[src/rtl/fast_8n1_uart_core.sv]
// Full-duplex 8N1 UART engine: independent transmitter and receiver on one clock.
// Host side uses a LOAD_OK/TX_LOAD handshake for TX and a one-cycle strobe for RX.
module fast_8n1_uart_core #(
  parameter int unsigned SYSCLK_F = 24000000,
  parameter int unsigned BYTE_W   = 8,
  parameter int unsigned BAUDRATE = 500000
) (
  input  logic              sys_clk,
  input  logic              rst,
  input  logic              tx_en,
  input  logic              TX_LOAD,
  input  logic [BYTE_W-1:0] TX_DATA,
  output logic              LOAD_OK,
  output logic              TX_LINE,
  input  logic              rx_en,
  input  logic              RX_LINE,
  output logic [BYTE_W-1:0] RX_DATA,
  output logic              DATA_RDY_STROBE
);

  localparam int unsigned CLKS_PER_BIT = SYSCLK_F / BAUDRATE;
  localparam int unsigned HALF_BIT     = CLKS_PER_BIT / 2;
  localparam int unsigned CW           = $clog2(CLKS_PER_BIT) + 1;
  localparam int unsigned BW           = (BYTE_W > 1) ? $clog2(BYTE_W) : 1;

  localparam logic [CW-1:0] CNT_LAST  = CW'(CLKS_PER_BIT - 1);
  localparam logic [CW-1:0] HALF_LAST = CW'(HALF_BIT - 1);
  localparam logic [BW-1:0] BIT_LAST  = BW'(BYTE_W - 1);

  typedef enum logic [1:0] {TXS_IDLE, TXS_START, TXS_DATA, TXS_STOP} tx_state_t;
  typedef enum logic [2:0] {RXS_IDLE, RXS_START, RXS_DATA, RXS_STOP, RXS_WAIT_HIGH} rx_state_t;

  tx_state_t         r_tx_state;
  logic              r_tx_line;
  logic              r_load_ok;
  logic [BYTE_W-1:0] r_tx_shift;
  logic [CW-1:0]     r_tx_cnt;
  logic [BW-1:0]     r_tx_bit;

  rx_state_t         r_rx_state;
  logic              r_rx_meta;
  logic              r_rxs;
  logic              r_rxs_d;
  logic [BYTE_W-1:0] r_rx_shift;
  logic [CW-1:0]     r_rx_cnt;
  logic [BW-1:0]     r_rx_bit;
  logic [BYTE_W-1:0] r_rx_data;
  logic              r_rx_strobe;

  logic              w_rx_fall;

  assign LOAD_OK         = r_load_ok;
  assign TX_LINE         = r_tx_line;
  assign RX_DATA         = r_rx_data;
  assign DATA_RDY_STROBE = r_rx_strobe;
  assign w_rx_fall       = r_rxs_d & ~r_rxs;

  // Transmitter: serialises start bit, LSB-first data and stop bit; LOAD_OK paces the host.
  always_ff @(posedge sys_clk) begin
    if (rst) begin
      r_tx_state <= TXS_IDLE;
      r_tx_line  <= 1'b1;
      r_load_ok  <= 1'b0;
      r_tx_shift <= '0;
      r_tx_cnt   <= '0;
      r_tx_bit   <= '0;
    end else begin
      case (r_tx_state)
        TXS_IDLE: begin
          r_tx_line <= 1'b1;
          r_tx_cnt  <= '0;
          r_tx_bit  <= '0;
          if (r_load_ok && TX_LOAD) begin
            r_tx_shift <= TX_DATA;
            r_load_ok  <= 1'b0;
            r_tx_line  <= 1'b0;
            r_tx_state <= TXS_START;
          end else begin
            r_load_ok <= tx_en;
          end
        end
        TXS_START: begin
          if (r_tx_cnt == CNT_LAST) begin
            r_tx_cnt   <= '0;
            r_tx_line  <= r_tx_shift[0];
            r_tx_shift <= r_tx_shift >> 1;
            r_tx_state <= TXS_DATA;
          end else begin
            r_tx_cnt <= r_tx_cnt + CW'(1);
          end
        end
        TXS_DATA: begin
          if (r_tx_cnt == CNT_LAST) begin
            r_tx_cnt <= '0;
            if (r_tx_bit == BIT_LAST) begin
              r_tx_line  <= 1'b1;
              r_tx_state <= TXS_STOP;
            end else begin
              r_tx_bit   <= r_tx_bit + BW'(1);
              r_tx_line  <= r_tx_shift[0];
              r_tx_shift <= r_tx_shift >> 1;
            end
          end else begin
            r_tx_cnt <= r_tx_cnt + CW'(1);
          end
        end
        TXS_STOP: begin
          if (r_tx_cnt == CNT_LAST) begin
            r_tx_cnt   <= '0;
            r_tx_state <= TXS_IDLE;
            r_load_ok  <= tx_en;
          end else begin
            r_tx_cnt <= r_tx_cnt + CW'(1);
          end
        end
        default: r_tx_state <= TXS_IDLE;
      endcase
    end
  end

  // Two-flop synchroniser for the asynchronous RX pin, plus one delay stage for edge detection.
  always_ff @(posedge sys_clk) begin
    if (rst) begin
      r_rx_meta <= 1'b0;
      r_rxs     <= 1'b0;
      r_rxs_d   <= 1'b0;
    end else begin
      r_rx_meta <= RX_LINE;
      r_rxs     <= r_rx_meta;
      r_rxs_d   <= r_rxs;
    end
  end

  // Receiver: start-edge hunt, mid-bit sampling, stop-bit validation and one-cycle strobe.
  always_ff @(posedge sys_clk) begin
    if (rst) begin
      r_rx_state  <= RXS_IDLE;
      r_rx_shift  <= '0;
      r_rx_cnt    <= '0;
      r_rx_bit    <= '0;
      r_rx_data   <= '0;
      r_rx_strobe <= 1'b0;
    end else begin
      r_rx_strobe <= 1'b0;
      if (!rx_en) begin
        r_rx_state <= RXS_IDLE;
        r_rx_cnt   <= '0;
        r_rx_bit   <= '0;
      end else begin
        case (r_rx_state)
          RXS_IDLE: begin
            r_rx_cnt <= '0;
            r_rx_bit <= '0;
            if (w_rx_fall) r_rx_state <= RXS_START;
          end
          RXS_START: begin
            if (r_rx_cnt == HALF_LAST) begin
              r_rx_cnt   <= '0;
              r_rx_state <= r_rxs ? RXS_IDLE : RXS_DATA;
            end else begin
              r_rx_cnt <= r_rx_cnt + CW'(1);
            end
          end
          RXS_DATA: begin
            if (r_rx_cnt == CNT_LAST) begin
              r_rx_cnt   <= '0;
              r_rx_shift <= {r_rxs, r_rx_shift[BYTE_W-1:1]};
              if (r_rx_bit == BIT_LAST) r_rx_state <= RXS_STOP;
              else                      r_rx_bit   <= r_rx_bit + BW'(1);
            end else begin
              r_rx_cnt <= r_rx_cnt + CW'(1);
            end
          end
          RXS_STOP: begin
            if (r_rx_cnt == CNT_LAST) begin
              r_rx_cnt <= '0;
              if (r_rxs) begin
                r_rx_data   <= r_rx_shift;
                r_rx_strobe <= 1'b1;
                r_rx_state  <= RXS_IDLE;
              end else begin
                r_rx_state <= RXS_WAIT_HIGH;
              end
            end else begin
              r_rx_cnt <= r_rx_cnt + CW'(1);
            end
          end
          RXS_WAIT_HIGH: begin
            if (r_rxs) r_rx_state <= RXS_IDLE;
          end
          default: r_rx_state <= RXS_IDLE;
        endcase
      end
    end
  end

endmodule

[config.mk]
export PLATFORM = sky130hd
export DESIGN_NAME = fast_8n1_uart_core
export DESIGN_NICKNAME = d
export VERILOG_FILES = /design/src/rtl/fast_8n1_uart_core.sv
export SDC_FILE = /design/constraint.sdc
export NUM_CORES = 1
export LEC_CHECK = 0
export CORE_UTILIZATION = 35
export CTS_CLUSTER_DIAMETER = 200
export CTS_CLUSTER_SIZE = 25
export DETAILED_ROUTE_END_ITERATION = 12
export GPL_TIMING_DRIVEN = 0
export SETUP_SLACK_MARGIN = 0.1
export SYNTH_ARGS = -nofsm -noshare
export SYNTH_HDL_FRONTEND = slang
export SYNTH_SLANG_ARGS = --single-unit
[constraint.sdc]
create_clock -name sys_clk -period 1.9 [get_ports sys_clk]
set_clock_uncertainty 0.1 [all_clocks]
set_input_delay 0.38 -clock sys_clk [delete_from_list [all_inputs] [get_ports sys_clk]]
set_output_delay 0.38 -clock sys_clk [all_outputs]
set_load 0.005 [all_outputs]
* Word-level counts from Yosys, hierarchy flattened
Index checks and enable logic that the tools add are counted.
** Word-level totals
- Flip-flop bits (word level) :: 55
- Input port bits :: 14
- Output and inout port bits :: 11
- Logic and storage cells :: 110
** Cells by class
- Add/sub/neg operators :: 4
- Eq/ne operators :: 25
- Multiplexer cells :: 40
- Bitwise operators :: 5
- Reduce and logical (&&, ||, !) cells :: 21
** Operators by type and width (count)
- $mux W3 :: 11
- $mux W8 :: 4
- $ne A2 B2 Y1 const B :: 13
- $pmux W8 S3 :: 1
- $mux W7 :: 3
- $pmux W7 S3 :: 1
- $pmux W3 S5 :: 1
- $add A7 B1 Y7 const B :: 2
- $eq A7 B6 Y1 const B :: 2
- $pmux W7 S2 :: 1
- $mux W2 :: 6
- $pmux W3 S2 :: 2
- $reduce_and A3 Y1 :: 4
- $reduce_and A5 Y1 :: 2
- $eq A3 B3 Y1 const B :: 3
- $pmux W2 S4 :: 1
- $eq A7 B5 Y1 const B :: 1
- $mux W1 :: 7
- $add A3 B1 Y3 const B :: 2
- $eq A3 B2 Y1 const B :: 2
- $reduce_and A6 Y1 :: 1
- $reduce_bool A2 Y1 :: 3
- $reduce_bool A3 Y1 :: 2
- $eq A2 B2 Y1 const B :: 2
- other kinds (14) :: 18

* Logic depth before layout (Yosys ltp)
Gate-level depths: netlist of the first run.
- Depth in word-level cells :: 4
- Depth in mapped cells :: 7
- Depth with buffers taken out :: 6

* Worst setup path before layout of the first run
No wires, ideal clock.
- Path kind :: reg-to-reg
- Start :: register r_tx_state[0]
- End :: register r_tx_shift[7]
- Library setup time :: 0.089 ns
- Arrival time :: 1.637 ns
- Required time :: 1.711 ns
- Setup slack :: 0.074 ns
- Cell stages (with the launch flop) :: 8
- Path buffers :: 1
- Clock period less this slack :: 1.826 ns
- Path through :: dfxtp_1 > inv_1 > ha_1 > clkbuf_1 > nor3_1 > a21oi_1 > a211o_1 > o32ai_2
** On the way
- Longest elaborated chain between the ends :: 3
- Elaborated cells between the ends (all ways) :: 10
- Classes of those cells :: eq/ne: 6; mux: 1; reduce/logical: 3
** Ends and longest elaborated chain
- start: declaration :: RTL line 33 : tx_state_t r_tx_state;
- start signal: assignment :: RTL line 61 : r_tx_state <= TXS_IDLE;
- start signal: assignment :: RTL line 77 : r_tx_state <= TXS_START;
- start signal: assignment :: RTL line 87 : r_tx_state <= TXS_DATA;
- $eq A2 B2 Y1, or another cell as far along :: RTL line 68 : case (r_tx_state)
- $ne A2 B2 Y1 (no line) / $reduce_bool A3 Y1 (equally long branches)
- $reduce_and A5 Y1 (no line)
- end signal: assignment :: RTL line 86 : r_tx_shift <= r_tx_shift >> 1;
- end signal: assignment :: RTL line 101 : r_tx_shift <= r_tx_shift >> 1;
- end: declaration :: RTL line 36 : logic [BYTE_W-1:0] r_tx_shift;
Several ways; a longest one is shown, not always the timed one.
A chain may end at the register's enable or synchronous reset.

* Final worst setup path of the first run
- Start :: register r_tx_bit[0]
- End :: register r_tx_shift[7]
** On the way
- Longest elaborated chain between the ends :: 3
** Ends and longest elaborated chain
- start: declaration :: RTL line 38 : logic [BW-1:0] r_tx_bit;
- start signal: assignment :: RTL line 99 : r_tx_bit <= r_tx_bit + BW'(1);
- $eq A3 B3 Y1 :: RTL line 95 : if (r_tx_bit == BIT_LAST) begin
- $ne A2 B2 Y1 (no line)
- $reduce_and A5 Y1 (no line)
Every way passes these cells.

==> results_dict.tcl, run 1 <==
set metrics [dict create \
    status "finished, final reports clean" \
    antenna_left 0 \
    hold_slack_ns 0.356 \
    synthesis.area_sq_um 2660 \
    synth.distinct_cells 60 \
    slew_headroom_pct 57.4 \
    start_util_pct 36.5 \
    globalRoute.totalOverflow 0 \
    rsz0062_at_grt "yes" \
    hold_viol 0 \
    cp.arrival_ns 1.96 \
    grt_pass1_vias 1927 \
    die_area_sq_um 7950 \
    rows 31 \
    nets 349 \
    first_pass_iters 4 \
    antenna_found_initial 0 \
    drt_drc_violations_left 0 \
    cts_root_buf "clkbuf_8" \
    dpl.hpwl_um 3690 \
    seq_area_frac_synth_pct 41.4 \
    p_per_area_nw_per_um2 894 \
    synthesis.instances 289 \
    worst_slew_pin_slew_ns 0.639 \
    setup_violations 0 \
    critPathLaunchType "flip-flop" \
    gp_congestion 0.788 \
    nFillCells 730 \
    fin_util_pct 46.1 \
    diodes 0 \
    crit_fanout 8 \
    drv_slew 0 \
    finalCritPeriodShare_pct 95.7 \
    fmax_ghz 0.550 \
    maxCapViolations 0 \
    cts_buffers 5 \
    vias 2154 \
    holdBufCountCts 0 \
    vias_per_cell 5.07 \
    synth_nets 313 \
    hold_class "flip-flop to flip-flop" \
    cts_buffer_depth 2 \
    regArea_sq_um 1110 \
    cts.sinks 55 \
    num_io_pins 25 \
    grt_usage_pct 14.3 \
    power.static_leakage_nw 1.32 \
    end_kind "flip-flop" \
    grt_max_degree 21 \
    power_mw 3.00 \
    dp_cells 412 \
    htree_num_levels 2 \
    final_cells 425 \
    synth_edf_count 0 \
    syn_to_final_growth_pct 26.3 \
    peakVddDrop_v 0.000499 \
    path_class "flip-flop to flip-flop" \
    initialDrtViolationCount 99 \
    cts_tree "done" \
    syn_area_per_cell_sq_um 9.20 \
    wl_per_cell_um 12.8 \
    synth_top_flop_cell "dfxtp_1" \
    port_buffers 24 \
    yosys_warnings 0 \
    clk_pin_slew_ns 0.11 \
    die_w_um 89.2 \
    multi_input_area_sq_um 1600 \
    core-area_sq_um 7290 \
    die_height_um 89.2 \
    fin_crit_ns 1.82 \
    ys_seq_elements 55 \
    routed_wl_um 5440 \
    required_ns 2.04 \
    clock_latency_ns 0.32 \
    grt_pass1_wl_um 8970 \
    drive_gt1_share_pct 20.6 \
    synthArstFlopShare_pct 0 \
]
-- final timing paths --
check	startpoint	endpoint	slack (ns)	cells after the start
max reg2reg	r_tx_bit[0]	r_tx_shift[7]	0.08	6
min reg2reg	r_tx_cnt[0]	r_tx_cnt[0]	0.36	1
min	r_tx_cnt[0]	r_tx_cnt[0]	0.36	1
max	r_tx_bit[0]	r_tx_shift[7]	0.08	6
-- metrics by stage --
stage	setup TNS, ns	setup WS, ns	cell area [sq um]
3_5_place_dp	-6.23	-0.245	3030
5_1_grt	-0.0225	-0.0203	3360
6_report	0	0.0814	3360
2_1_floorplan	0	0.101	2670
3_3_place_gp	-6.36	-0.245	3030
4_1_cts	0	0.0529	3260
-- worst max-delay path, cell delays in order (launching register included) --
cell     delay, ns
dfxtp_1       0.33
ha_1          0.23
ha_4          0.18
nor3_4        0.20
nand2_2       0.11
a211o_4       0.39
o32ai_2       0.19
-- layer usage --
| layer | share of wire [%] | up-vias | routed length [um] | GRT usage, % |
|---|---|---|---|---|
| li1 | - | 1106 | - | - |
| met1 | 49 | 1012 | 2660 | 19.2 |
| met2 | 48 | 30 | 2590 | 23.5 |
| met3 | 2.5 | 6 | 138 | 2.59 |
| met4 | 0.92 | 0 | 50 | 4.18 |
| met5 | 0 | - | 0 | 0 |
-- cells in the mapped netlist (all sizes together) (6+ instances only) --
master   n  area [sq um]
o21ai   12          60.1
clkbuf  10          38.8
nor2b    6          37.5
dfxtp   55          1100
nor2    33           140
a21oi   18           101
ha      10           125
o22ai   10          62.6
nand2   16          60.1
nor3     6          35.0
mux2i   25           250
inv     18          67.6
nand3    9          45.0
-- cell families after synthesis --
family	count (synthesis)	synth area share, %
muxes	25	9.41
buffers and inverters	31	4.80
xor gates and xnor gates	5	1.65
DFF	55	41.4
AOI/OAI and AO/OA	63	16.3
and+or+nand+nor	100	21.7
adders and majority gates	10	4.70
-- area by class of cell --
| class | count | area share [%] |
|---|---|---|
| Tap cell | 99 | 3.69 |
| Buffer | 12 | 2.16 |
| Clock buffer | 5 | 2.05 |
| Inverter | 18 | 2.01 |
| Sequential cell | 55 | 33.1 |
| Timing Repair Buffer | 30 | 8.49 |
| Clock inverter | 3 | 1.01 |
| Multi-Input combinational cell | 203 | 47.5 |
-- cell usage in the layout (no fill, tap or decap), types with 8 or more instances in the layout --
cell	netlist	final
dfxtp_1	55	50
nor2_1	32	31
mux2i_1	25	25
clkdlybuf4s50_1	0	24
inv_1	18	17
a21oi_1	17	16
nand2_1	16	15
nand3_1	9	9
o21ai_0	11	9
ha_1	10	8
-- sequential cells by signal (all words and copies together) (netlist names) --
name and flops:
DATA_RDY_STROBE 1, LOAD_OK 1, RX_DATA 8, TX_LINE 1
r_rx_bit 3, r_rx_cnt 7, r_rx_meta 1, r_rx_shift 8
r_rx_state 3, r_rxs 1, r_rxs_d 1, r_tx_bit 3
r_tx_cnt 7, r_tx_shift 8, r_tx_state 2
-- report_power, final --
part / internal [mW] / leakage [nW] / switching, mW
logic: 0.429 / 0.816 / 0.494
clock network: 0.281 / 0.0519 / 0.445
registers: 1.28 / 0.448 / 0.0739
-- what timing repair did --
item                                   CTS  global route
cloned                                   0             0
endpoints found under the hold margin    0             0
setup endpoints to repair               37            38
pin swaps                                4             4
buffers inserted                         4             2
resized for setup                       25            23
Power figures use the tool's default switching activity.
==> inputs of run 2 (changes only) <==
--- a/config.mk
+++ b/config.mk
@@ -5,11 +5,15 @@
 export SDC_FILE = /design/constraint.sdc
 export NUM_CORES = 1
 export LEC_CHECK = 0
+export CELL_PAD_IN_SITES_DETAIL_PLACEMENT = 1
+export CELL_PAD_IN_SITES_GLOBAL_PLACEMENT = 1
 export CORE_UTILIZATION = 35
 export CTS_CLUSTER_DIAMETER = 200
 export CTS_CLUSTER_SIZE = 25
 export DETAILED_ROUTE_END_ITERATION = 12
 export GPL_TIMING_DRIVEN = 0
+export MAX_ROUTING_LAYER = met4
+export PLACE_DENSITY_LB_ADDON = 0.1
 export SETUP_SLACK_MARGIN = 0.1
 export SYNTH_ARGS = -nofsm -noshare
 export SYNTH_HDL_FRONTEND = slang
==> run 2 against run 1 <==
  * Via count increased by 1.9%
  * Non-clock buffer count grew 4
  * Fmax rose by 1.2%
  * Critical endpoint is now r_tx_state[0]
  * Combinational power increased by 3.6%
  * Sequential share of layout area shrank 0.074 points
  * Setup slack improved by 0.021 ns
  * Final cell count rose by 0.94%
  * Largest power group unchanged
  * Register-to-register slack better by 0.02 ns
==> results_dict.tcl, run 2 (synthesis results as in run 1) <==
set metrics [dict create \
    combPwrFrac_pct 31.8 \
    hp-start "r_tx_cnt[0]" \
    cts_buffer_depth 2 \
    rsz0062_at_grt "yes" \
    worst-path-stages 8 \
    setup_violations 0 \
    maxCapViolations 0 \
    fmax_ghz 0.556 \
    num_io_pins 25 \
    crit_family "compound AO/OA/AOI/OAI gates" \
    dpl.hpwl_um 4400 \
    vias 2195 \
    holdPathStages 1 \
    worst_slew_pin_slew_ns 0.579 \
    power.static_leakage_nw 1.33 \
    hold_class "flip-flop to flip-flop" \
    start_util_pct 36.5 \
    slew_headroom_pct 61.3 \
    pre_cts_ws_ns -0.325 \
    startpoint "r_tx_state[0]" \
    cts_buffers 5 \
    htree_num_levels 2 \
    critPathLaunchType "flip-flop" \
    diodes 0 \
    end_kind "flip-flop" \
    final_cells 429 \
    globalRoute.totalOverflow 0 \
    antenna_left 0 \
    path_cells "inv_2, ha_2, buf_8, nor3_4, buf_4, a22o_4, o211a_1, a211oi_1" \
    cp.arrival_ns 1.92 \
    rr_worst_depth 8 \
    first_pass_iters 4 \
    dp_cells 412 \
    peakVddDrop_v 0.000425 \
    p_sw_mw 0.993 \
    drive_gt1_share_pct 21.8 \
    vias_per_cell 5.12 \
    slowest_stage "dfxtp_2" \
    die_w_um 89.2 \
    grt_pass1_vias 2162 \
    finalCritPeriodShare_pct 94.6 \
    wl_per_cell_um 14.5 \
    cts.sinks 55 \
    required_ns 2.02 \
    fin_crit_ns 1.80 \
    clock_latency_ns 0.30 \
    critPathMaxStageDelay_ns 0.34 \
    antenna_found_initial 0 \
    syn_to_final_growth_pct 26.7 \
    crit_fanout 8 \
    core-area_sq_um 7290 \
    final_common_cell "dfxtp_1" \
    hold_viol 0 \
    seqPwrFrac_pct 45.2 \
    crit_buf_inv 3 \
    p_per_area_nw_per_um2 891 \
    port_buffers 24 \
    clk_pin_slew_ns 0.10 \
    switching_share_pct 33.1 \
    internal_power_mw 2.01 \
    nets 353 \
    reg2reg_to "r_tx_state[0]" \
    grt_max_degree 20 \
    die_area_sq_um 7950 \
    r2r_setup_slack_ns 0.10 \
    rows 31 \
    grt_pass1_wl_um 10400 \
    initialDrtViolationCount 53 \
    r2r_start "r_tx_state[0]" \
    gp_congestion 0.736 \
    drt_drc_violations_left 0 \
    cts_root_buf "clkbuf_8" \
    setup_slack_ns 0.103 \
    cts_tree "done" \
    power.share.clock_pct 22.9 \
    path_class "flip-flop to flip-flop" \
    status "finished, final reports clean" \
    die_height_um 89.2 \
    routed_wl_um 6230 \
    final_cell_mix "dfxtp_1, nor2_1, mux2i_1" \
    crit_end "r_tx_state[0]" \
    drv_slew 0 \
    grt_usage_pct 17.2 \
]
==> run 2: how the worst min path moves through the flow <==
| stage | endpoint | slack (ns) |
|---|---|---|
| floorplan | r_tx_cnt[0] | 0.31 |
| global placement | r_rxs | 0.32 |
| detailed placement | r_rxs | 0.33 |
| CTS | r_tx_cnt[0] | 0.36 |
| global route | r_tx_cnt[0] | 0.34 |
| finish | r_tx_cnt[0] | 0.33 |
==> run 2: what timing repair did <==
| action | in CTS | in global routing |
|---|---|---|
| hold buffers | 0 | 0 |
| resized for setup | 28 | 22 |
| cloned | 0 | 0 |
| pin swaps | 3 | 6 |
| endpoints found under the setup margin | 44 | 43 |
| setup buffers | 3 | 7 |
==> run 2: worst register-to-register path, delay by kind of cell (launching register included) <==
kind | cells | cell delay, ns
simple gates | 1 | 0.05
fa+ha+maj | 1 | 0.20
flops | 1 | 0.34
buf+inv | 3 | 0.36
compound gates | 3 | 0.66
==> run 2: stage by stage <==
stage / hold WS [ns] / setup TNS [ns] / total power, mW / cell area [sq um] / utilization (%)
2_1_floorplan: 0.313 / 0 / 1.96 / 2670 / -
3_3_place_gp: 0.316 / -7.70 / 2.16 / 3030 / 41.6
3_5_place_dp: 0.328 / -7.87 / 2.18 / 3030 / 41.6
4_1_cts: 0.360 / 0 / 2.97 / 3250 / 44.6
5_1_grt: 0.341 / 0 / 3.21 / 3370 / 46.2
6_report: 0.326 / 0 / 3.00 / 3370 / 46.2
==> run 2: cell type report <==
class | instances | area, sq um
fillers | 866 | 3920
multi-input cells | 203 | 1580
flip-flops and latches | 55 | 1110
clock inverters | 3 | 26.3
plain buffers | 12 | 75.1
well taps | 99 | 124
clock buffers | 5 | 68.8
repair buffers | 34 | 315
inverters | 18 | 67.6
==> run 2: metal layers <==
| layer | share of wire [%] | GRT usage (%) | vias to the layer above |
|---|---|---|---|
| li1 | - | - | 1113 |
| met1 | 51 | 23.4 | 1060 |
| met2 | 47 | 27.0 | 18 |
| met3 | 1.7 | 2.22 | 4 |
| met4 | 0.82 | 4.33 | 0 |
| met5 | 0 | - | - |
==> run 2: power groups by stage <==
stage / logic, mW / clock network, mW / registers (mW)
after global routing: 1.06 / 0.772 / 1.37
final: 0.956 / 0.688 / 1.36
after floorplan: 0.592 / 0 / 1.36
after detailed placement: 0.795 / 0 / 1.38
after global placement: 0.784 / 0 / 1.38
after CTS: 0.891 / 0.726 / 1.36
==> inputs of run 3 (changes only) <==
--- a/config.mk
+++ b/config.mk
@@ -5,16 +5,18 @@
 export SDC_FILE = /design/constraint.sdc
 export NUM_CORES = 1
 export LEC_CHECK = 0
+export ABC_CLOCK_PERIOD_IN_PS = 1900
 export CELL_PAD_IN_SITES_DETAIL_PLACEMENT = 1
 export CELL_PAD_IN_SITES_GLOBAL_PLACEMENT = 1
 export CORE_UTILIZATION = 35
 export CTS_CLUSTER_DIAMETER = 200
 export CTS_CLUSTER_SIZE = 25
 export DETAILED_ROUTE_END_ITERATION = 12
+export DONT_BUFFER_PORTS = 1
 export GPL_TIMING_DRIVEN = 0
 export MAX_ROUTING_LAYER = met4
 export PLACE_DENSITY_LB_ADDON = 0.1
-export SETUP_SLACK_MARGIN = 0.1
+export SETUP_SLACK_MARGIN = 0.5
 export SYNTH_ARGS = -nofsm -noshare
 export SYNTH_HDL_FRONTEND = slang
 export SYNTH_SLANG_ARGS = --single-unit
==> run 3 against run 2 <==
  * Via count grew 2.5%
  * Core utilization grew 4.2 points
  * Critical path depth shrank 3
  * Highest routed layer unchanged
==> results_dict.tcl, run 3 (synthesis results as in run 1) <==
set metrics [dict create \
    status "finished, final reports clean" \
    num_io_pins 25 \
    worst_slew_pin_slew_ns 0.563 \
    fin_util_pct 50.4 \
    multi_input_area_sq_um 1820 \
    final_cell_mix "dfxtp_1, mux2i_1, nor2_1" \
    port_buffers 0 \
    cts_root_buf "clkbuf_8" \
    hp-start "RX_LINE" \
    seqPwrFrac_pct 42.5 \
    fin_crit_ns 1.73 \
    grt_usage_pct 18.9 \
    setup_violations 0 \
    antenna_found_initial 0 \
    required_ns 2.03 \
    cts.sinks 55 \
    path_class "flip-flop to flip-flop" \
    power.share.clock_pct 21.5 \
    antenna_left 0 \
    holdBufCountCts 0 \
    p_per_area_nw_per_um2 878 \
    pre_cts_ws_ns 0.0147 \
    nets 352 \
    core-area_sq_um 7290 \
    drive_gt1_share_pct 39.5 \
    maxCapViolations 0 \
    switching_share_pct 34.6 \
    regArea_sq_um 1130 \
    r2r_start "r_tx_cnt[1]" \
    holdPathStages 1 \
    drt_drc_violations_left 0 \
    rr_worst_depth 5 \
    wl_met3_um 162 \
    m1WireLength_um 3130 \
    slew_headroom_pct 62.4 \
    globalRoute.totalOverflow 0 \
    die_area_sq_um 7950 \
    htree_num_levels 2 \
    start_util_pct 36.5 \
    setup_tns_ns 0 \
    rsz0062_at_grt "yes" \
    p_sw_mw 1.12 \
    hold_end "r_rx_meta" \
    peakVddDrop_v 0.000595 \
    die_w_um 89.2 \
    routed_wl_um 7060 \
    setup_slack_ns 0.174 \
    cts_buffers 5 \
    die_height_um 89.2 \
    syn_to_final_growth_pct 38.1 \
    combPwrFrac_pct 35.9 \
    grt_pass1_wl_um 11200 \
    nFillCells 833 \
    cp.arrival_ns 1.86 \
    crit_buf_inv 0 \
    diodes 0 \
    crit_fanout 4 \
    internal_power_mw 2.11 \
    hold_viol 0 \
    critPathLaunchType "flip-flop" \
    hold_class "primary input to flip-flop" \
    vias 2250 \
    vias_per_cell 5.26 \
    power.static_leakage_nw 1.42 \
    grt_pass1_vias 2294 \
    gp_congestion 0.688 \
    top_layer "met4" \
    reg2reg_to "r_tx_state[0]" \
    final_common_cell "dfxtp_1" \
    dr_wl_met2_um 3700 \
    initialDrtViolationCount 48 \
    clk_pin_slew_ns 0.11 \
    finalCritPeriodShare_pct 90.8 \
    wl_per_cell_um 16.5 \
    end_kind "flip-flop" \
    slowest_stage "nor4b_4" \
    drv_slew 0 \
    first_pass_iters 4 \
    hold_slack_ns 0.0909 \
    grt_max_degree 20 \
    clock_latency_ns 0.32 \
    path_cells "ha_4, nand4_1, nor4b_4, o21ai_1, a211oi_2" \
    cts_tree "done" \
    r2r_setup_slack_ns 0.17 \
    fmax_ghz 0.579 \
    critPathMaxStageDelay_ns 0.43 \
    cts_buffer_depth 2 \
    rows 31 \
    dpl.hpwl_um 4420 \
    crit_family "simple AND/OR/NAND/NOR gates" \
]
## run 3: changes by cell type in the layout (fill, tap and decap cells not counted), sizes merged
cell,previous run,this run
clkdlybuf4s50,24,0
clkinvlp,0,1
buf,15,39
clkinv,1,0
clkbuf,12,11
## run 3: metal layers
metal | track usage [%] | up-vias
li1 | - | 1117
met1 | 22.6 | 1102
met2 | 32.4 | 22
met3 | 3.97 | 9
met4 | 4.47 | 0
met5 | - | -
## run 3: worst max path at each step
stage | from | end | slack, ns | depth (start not counted)
6_report | r_tx_cnt[1] | r_tx_state[0] | 0.17 | 5
5_1_grt | r_tx_cnt[1] | r_tx_state[0] | 0.11 | 5
4_1_cts | r_tx_bit[0] | r_tx_shift[7] | 0.14 | 6
3_5_place_dp | r_tx_bit[0] | r_tx_shift[7] | 0.01 | 6
3_3_place_gp | r_tx_bit[0] | r_tx_shift[7] | 0.05 | 6
2_1_floorplan | r_tx_state[0] | r_tx_shift[7] | 0.24 | 7
## run 3: cell type report
| cell class | count | share of cell area, % |
|---|---|---|
| plain buffers | 13 | 3.47 |
| well taps | 99 | 3.37 |
| clock inverters | 3 | 0.681 |
| clock buffers | 5 | 1.87 |
| inverters | 18 | 1.91 |
| repair buffers | 32 | 8.28 |
| flip-flops and latches | 55 | 30.9 |
| multi-input cells | 203 | 49.5 |
## run 3: timing repair
action                     in CTS  in global routing
gates resized for setup        52                 50
buffers inserted               19                 13
pin swaps                      22                 23
setup endpoints to repair      52                 52
## run 3: power groups by stage
stage	Clock, mW	Combinational, mW	Sequential [mW]
after floorplan	0	0.682	1.37
after global placement	0	0.833	1.39
after detailed placement	0	0.853	1.39
after CTS	0.730	0.996	1.36
after global routing	0.786	1.26	1.39
final	0.695	1.16	1.37
## run 3: stage by stage
step	area (sq um)	power (mW)	cells
2_1_floorplan	2800	2.05	289
3_3_place_gp	2930	2.22	388
3_5_place_dp	2930	2.25	388
4_1_cts	3390	3.09	415
5_1_grt	3670	3.44	428
6_report	3670	3.23	428
## run 3: worst reg2reg max path: cells and delay by family, from the launching register on
| kind | cells | cell delay (ns) |
|---|---|---|
| AND/OR/NAND/NOR | 2 | 0.66 |
| flip-flops | 1 | 0.37 |
| AO/OA/AOI/OAI | 2 | 0.38 |
| adder cells (fa/ha/maj) | 1 | 0.16 |
